==> src/rtl/syn_fifo_reader.sv <==
// syn_fifo_reader: drains a registered-output FIFO into a valid/ready stream through a 2-entry skid buffer.
// Define SYN_FIFO_READER_CNT_EN to build the live xfer_cnt counter; otherwise xfer_cnt is tied to 0.
module syn_fifo_reader #(
    parameter int data_width = 8,
    parameter int cnt_width = 16
) (
    input  logic                  clk,
    input  logic                  clr,
    input  logic                  fifo_empty,
    input  logic [data_width-1:0] fifo_data,
    output logic                  fifo_r_en,
    output logic                  m_valid,
    input  logic                  m_ready,
    output logic [data_width-1:0] m_data,
    output logic [cnt_width-1:0]  xfer_cnt
);
    logic [1:0] occ, occ_n, slot;
    logic rd_pend, pop;
    logic [2:0] fill;
    logic [data_width-1:0] buf1, buf0_n, buf1_n;
    assign m_valid = occ != 2'd0;
    assign pop = m_valid & m_ready;
    assign fill = {1'b0, occ} + {2'b0, rd_pend};
    // Credit: held plus in-flight words, net of this cycle's pop, must leave room for one more.
    assign fifo_r_en = !fifo_empty && (fill < 3'd2 + {2'b0, pop});
    always_comb begin
        slot = occ - {1'b0, pop};
        occ_n = slot + {1'b0, rd_pend};
        buf0_n = (rd_pend && slot == 2'd0) ? fifo_data : pop ? buf1 : m_data;
        buf1_n = (rd_pend && slot != 2'd0) ? fifo_data : buf1;
    end
    always_ff @(posedge clk or posedge clr) begin
        if (clr) begin
            occ <= 2'd0;
            rd_pend <= 1'b0;
            m_data <= '0;
            buf1 <= '0;
        end else begin
            occ <= occ_n;
            rd_pend <= fifo_r_en;
            m_data <= buf0_n;
            buf1 <= buf1_n;
        end
    end
`ifdef SYN_FIFO_READER_CNT_EN
    always_ff @(posedge clk or posedge clr) begin
        if (clr)
            xfer_cnt <= '0;
        else if (pop)
            xfer_cnt <= xfer_cnt + cnt_width'(1);
    end
`else
    assign xfer_cnt = '0;
`endif
endmodule

==> config.mk <==
export PLATFORM = sky130hd
export DESIGN_NAME = syn_fifo_reader
export DESIGN_NICKNAME = d
export VERILOG_FILES = /design/src/rtl/syn_fifo_reader.sv
export SDC_FILE = /design/constraint.sdc
export NUM_CORES = 1
export LEC_CHECK = 0
export CAP_MARGIN = 20
export CORE_MARGIN = 2
export CORE_UTILIZATION = 38
export DETAILED_ROUTE_END_ITERATION = 10
export GPL_ROUTABILITY_DRIVEN = 0
export PLACE_DENSITY = 0.79
export SYNTH_ARGS = -nofsm -noshare
export SYNTH_HDL_FRONTEND = slang
export SYNTH_SLANG_ARGS = --single-unit
==> constraint.sdc <==
create_clock -name clk -period 2.14 [get_ports clk]
set_input_delay 0.321 -clock clk [delete_from_list [all_inputs] [get_ports clk]]
set_output_delay 0.321 -clock clk [all_outputs]
set_load 0.02 [all_outputs]
==> results of run 1 <==
[metal layers]
metal  vias to the layer above  GRT usage, %  wire, um
met3                         4          3.55       103
met2                        26          24.3       869
met4                         0          5.00        25
li1                        338             -         -
met5                         -             0         0
met1                       342          18.4       786
[cell families after synthesis]
family | after synthesis | share of synthesized area, %
xor+xnor | 2 | 1.80
other cells | 1 | 0.386
buf+inv | 21 | 15.1
flops | 19 | 49.0
simple gates | 27 | 11.6
compound gates | 11 | 7.73
fa+ha+maj | 4 | 5.15
mux | 8 | 9.28
[cell usage in the layout (no fill, tap or decap)]
cell type,synthesis,final
nor3_1,1,1
a31oi_1,8,8
o21ai_2,2,2
ha_1,4,4
nand3b_2,1,1
clkdlybuf4s50_1,0,20
inv_1,3,3
conb_1,1,16
dfrtp_1,19,19
clkbuf_4,0,3
buf_4,16,7
or2_2,1,1
mux2_2,8,8
nor2_1,8,8
o21a_1,1,1
clkbuf_1,0,1
nand2_1,16,16
inv_2,1,1
clkbuf_2,0,1
xnor2_1,2,2
[final timing paths]
kind | to | slack, ns | startpoint | depth (start not counted)
setup / recovery | buf1[6] | 0.16 | occ[0] | 9
hold / removal | occ[1] | 0.44 | clr | 2
setup reg to reg | buf1[6] | 0.16 | occ[0] | 9
hold reg to reg | buf1[7] | 0.52 | buf1[7] | 1
max in group asynchronous | m_data[5] | 1.25 | clr | 2
min in group clk | buf1[7] | 0.52 | buf1[7] | 1
[per-stage QoR]
step | instances | setup TNS [ns] | worst slack, ns | total power, W | util, %
after CTS | 153 | 0 | 0.0113 | 0.00183 | 49.8
after global placement | 149 | -0.0232 | -0.0232 | 0.00160 | 48.7
after detailed placement | 149 | -0.125 | -0.0451 | 0.00166 | 48.7
final | 153 | 0 | 0.157 | 0.00180 | 49.6
after floorplan | 108 | 0 | 0.127 | 0.00126 | -
after global routing | 153 | 0 | 0.00835 | 0.00196 | 49.6
[flip-flops by register name, indices dropped and copies added (netlist names)]
name and cells:
occ 2, m_data 8, buf1 8, rd_pend 1
[critical path, cell delays in order, from the launching register on]
cell and delay, ns:
dfrtp_1 0.40, buf_4 0.14, o21ai_2 0.13, buf_4 0.20, inv_2 0.05, ha_1 0.28, inv_1 0.06, o21ai_2 0.12
buf_4 0.16, mux2_2 0.33
[report_power, final]
group          internal, W  switching (W)  leakage [nW]
logic             0.000498       0.000463         0.337
registers         0.000548       0.000113         0.227
clock network    0.0000725       0.000109        0.0150
total              0.00112       0.000685         0.579
[final cells by class]
| cell class | instances | area (um2) | area share [%] |
|---|---|---|---|
| inverter | 4 | 15.0 | 1.23 |
| clock buffer | 4 | 26.3 | 2.16 |
| timing repair buffer | 28 | 258 | 21.2 |
| tap | 30 | 37.5 | 3.08 |
| multi-input combinational | 68 | 405 | 33.3 |
| sequential | 19 | 475 | 39.1 |
[repair_timing]
item | in CTS | in global routing
gates resized for setup | 2 | 2
endpoints found under the setup margin | 1 | 1
gates cloned | 0 | 0
==> results.toml, run 1 <==
[timing]
skew_ns = 0.00267
layout_worst_path_cycle_share_pct = 92.7
hold_violations = 0
worst_slew_pin_slew_ns = 0.719
relSlewSlack_pct = 52.0
slew_viol_final = 0
setup_viol = 0
rsz0062_at_grt = "false"
clock.fmax_ghz = 0.504
holdWs_ns = 0.436
period_minus_slack_ns = 1.98

[global_route]
antenna_found_initial = 0
overflow = 0
grt_usage_pct = 14.6
grt_max_degree = 20
grt_pass1_vias = 706
grt_pass1_wl_um = 3050

[pwr]
max-vdd-ir-drop_mv = 0.926
p_per_area_nw_per_um2 = 1480
leakage_nw = 0.579

[yosys]
synth_edf_count = 0
synthTopCellsByArea = "dfrtp_1 (49%), buf_4 (12%), mux2_2 (9.3%)"
yosysMostFrequentCell = "dfrtp_1"
synth_warnings = 0
yosysTopAreaCell = "dfrtp_1"
yosysTopAreaCellShare_pct = 49.0
syn-cell-area_um2 = 971
syn_inst = 93
synth_cell_type_count = 17
synth.avg_cell_area_um2 = 10.4
ys_seq_area_share_pct = 49.0
async_reset_ff_share_pct = 100
synthFlopType = "dfrtp_1"
ys_seq_elements = 19
synthTopCellsByCount = "dfrtp_1 (19), buf_4 (16), nand2_1 (16)"

[drt]
drt_iter0_markers = 3
vias_per_cell = 4.64
drcViolationCount = 0
dr.pass1.iters = 4
vias = 710
drtAntennaViolNets = 0
drt_wl_total_um = 1780
post_drt_wl_per_cell_um = 11.7

[floorplanning]
die_h_um = 54.5
start_util_pct = 39.6
coreArea_um2 = 2450
io_pins = 38
num_rows = 18
die_w_um = 54.5
dieArea_um2 = 2980

[cts]
clockRootBuffer = "clkbuf_4"
clock-sinks = 19
cts_buffers = 3
cts_buffer_depth = 2
clkLatencyLatePin_ns = 0.29
cts_tree = "built"
postCtsSetupRepairBufs = 0
postCtsHoldBufs = 0
h-tree-depth = 1
clkTransAtPathRegs_ns = 0.11

[setup_path]
cp_max_fo = 9
crit_path_end_kind = "flop"
critPathRequiredTime_ns = 2.33
worstSetupStartpointType = "flop"
arrival_ns = 2.17
path_class = "flop to flop"

[cells_and_area]
nNetsFinal = 140
n_antenna_cell = 0
nFillCells = 235
syn_to_final_growth_pct = 25.4
layout-drive-gt1-share_pct = 19.5
stdcell_area_um2 = 1220

[place]
dpl-instance-area_um2 = 1200
dpl.hpwl_um = 1370
port_buffers = 21

[job]
drv_cap = 0

[outcome]
outcome = "finished, final reports clean"

[min_path]
hold_class = "input port to asynchronous set/reset pin"
Power figures use the tool's default switching activity.
==> run 2, diff against run 1 <==
Settings changed: SKIP_CTS_REPAIR_TIMING set to 1.
==> results of run 2 <==
The final DEF is identical to that of run 1; final timing and power are the same.
==> run 3, diff against run 2 <==
Settings changed: ABC_AREA set to 1, CORE_UTILIZATION 38 to 41, PLACE_DENSITY 0.79 to 0.81, SLEW_MARGIN set to 20.
==> run 3 against run 2 <==
Effect of this change: combinational power is 9% higher; cell area is 9.6% higher; via count is 23% higher; utilization is 0.38 points lower; non-clock buffer count is 2 lower; final cell count is 24% higher; sequential power is 5.9% lower; sequential cell count stayed put; power is 2.9% higher; synthesized area is 19% higher; clock power is 3% higher; routed wire length is 17% higher; critical endpoint is now fifo_r_en.
==> results.toml, run 3 <==
[cts]
cts_buffers = 3
clkLatencyLatePin_ns = 0.31
clock-sinks = 19
cts_buffer_depth = 2
clkTransAtPathRegs_ns = 0.11
cts_tree = "built"
h-tree-depth = 1
clockRootBuffer = "clkbuf_4"

[yosys]
async_reset_ff_share_pct = 100
synth.avg_cell_area_um2 = 8.53
synthTopCellsByCount = "nand2_1 (39), dfrtp_1 (19), buf_4 (16)"
synthFlopType = "dfrtp_1"
syn-cell-area_um2 = 1150
yosysMostFrequentCell = "nand2_1"
synthTopCellsByArea = "dfrtp_1 (41%), nand2_1 (13%), buf_4 (10%)"
synth_cell_type_count = 23
syn_inst = 135
yosysTopAreaCellShare_pct = 41.3
synth_warnings = 0
synth_edf_count = 0
yosysTopAreaCell = "dfrtp_1"
ys_seq_elements = 19
ys_seq_area_share_pct = 41.3

[setup_path]
path_class = "flop to primary output"
arrival_ns = 1.71
crit_path_end_kind = "primary output"
worstSetupStartpointType = "flop"
cp_max_fo = 2
critPathRequiredTime_ns = 1.82

[min_path]
hold_class = "input port to asynchronous set/reset pin"

[drt]
vias = 871
drcViolationCount = 0
drt_iter0_markers = 23
vias_per_cell = 4.58
dr.pass1.iters = 4
drtAntennaViolNets = 0
drt_wl_total_um = 2100
post_drt_wl_per_cell_um = 11.0

[timing]
period_minus_slack_ns = 2.03
layout_worst_path_cycle_share_pct = 95.1
slew_viol_final = 0
setup_viol = 0
relSlewSlack_pct = 53.9
skew_ns = 0.00608
finalSetupTns_ns = 0
worst_slew_pin_slew_ns = 0.691
holdWs_ns = 0.401
clock.fmax_ghz = 0.492
rsz0062_at_grt = "false"
hold_violations = 0

[place]
dpl-instance-area_um2 = 1310
port_buffers = 21
dpl.hpwl_um = 1590

[global_route]
antenna_found_initial = 0
grt_max_degree = 20
grt_pass1_wl_um = 3490
overflow = 0
grt_pass1_vias = 763
grt_usage_pct = 14.4

[cells_and_area]
top_regs = "buf1: 8 flops, m_data: 8 flops, occ: 2 flops"
nNetsFinal = 176
layout-drive-gt1-share_pct = 11.3
nFillCells = 272
layout_commonest_cell = "nand2_1"
layout_common_cells = "nand2_1 (39), clkdlybuf4s50_1 (20), dfrtp_1 (19)"
n_antenna_cell = 0
syn_to_final_growth_pct = 15.9
stdcell_area_um2 = 1330

[pwr]
p_per_area_nw_per_um2 = 1390
max-vdd-ir-drop_mv = 0.746
total_power_w = 0.00185
leakage_nw = 0.717

[floorplanning]
dieArea_um2 = 3250
start_util_pct = 42.5
num_rows = 19
die_h_um = 57.0
die_w_um = 57.0
coreArea_um2 = 2710
io_pins = 38

[job]
drv_cap = 0

[outcome]
outcome = "finished, final reports clean"
-- run 3: cell count changes after synthesis, moves of 2 or more --
cell,before,now
nand2_1,16,39
inv_1,3,12
a31oi_1,8,0
mux2_2,8,0
nand3_1,0,8
nand4_1,0,8
o21ai_0,0,8
nor2_1,8,3
nand2_2,0,3
clkbuf_8,0,2
o21ai_2,2,0
-- run 3: metal layers --
| layer | track usage [%] | routed length, um | share of wire (%) | vias to the layer above |
|---|---|---|---|---|
| li1 | - | - | - | 448 |
| met4 | 9.97 | 69 | 3.3 | 0 |
| met5 | 0 | 0 | 0 | - |
| met1 | 18.5 | 951 | 45 | 384 |
| met3 | 2.72 | 126 | 6.0 | 5 |
| met2 | 21.8 | 947 | 45 | 34 |
-- run 3: kinds of logic (layout without fill, tap and decap cells) --
group | count (synthesis) | in the layout | share of synthesized area [%]
xor+xnor | 2 | 2 | 1.52
buf+inv | 34 | 43 | 20.3
other cells | 1 | 16 | 0.326
flops | 19 | 19 | 41.3
compound gates | 10 | 10 | 5.33
fa+ha+maj | 4 | 4 | 4.35
simple gates | 65 | 65 | 26.8
-- run 3: cell type report --
type | count | area [um2] | share of cell area (%)
clock buffer | 3 | 22.5 | 1.69
clock inverter | 1 | 5.00 | 0.375
inverter | 13 | 48.8 | 3.66
multi-input combinational | 97 | 498 | 37.3
sequential | 19 | 475 | 35.6
tap | 31 | 38.8 | 2.91
timing repair buffer | 26 | 245 | 18.4
-- run 3: stage by stage --
stage | util [%] | worst slack [ns] | cells
after floorplan | - | 0.135 | 150
after global placement | 48.3 | 0.0453 | 186
after detailed placement | 48.3 | 0.00306 | 186
after CTS | 49.3 | -0.365 | 190
after global routing | 49.2 | 0.00329 | 190
final | 49.2 | 0.106 | 190
-- run 3: worst max-delay path, stage by stage, from the launching register on --
cell     delay [ns]
dfrtp_1        0.41
ha_1           0.21
ha_1           0.17
or2_2          0.28
a21oi_1        0.16
buf_4          0.17
-- run 3: power breakdown --
part           switching, W  leakage, nW  internal [W]
Sequential        0.0000950        0.237      0.000527
Clock              0.000117       0.0177     0.0000700
Combinational      0.000616        0.462      0.000430
-- run 3: final timing paths --
check / startpoint / end / slack [ns] / cells after the start
max: occ[0] / fifo_r_en / 0.11 / 5
min: clr / rd_pend / 0.40 / 2
max reg2reg: occ[1] / occ[1] / 0.27 / 11
min reg2reg: buf1[4] / buf1[4] / 0.50 / 2
max in group asynchronous: clr / buf1[3] / 1.30 / 2
min in group clk: buf1[4] / buf1[4] / 0.50 / 2
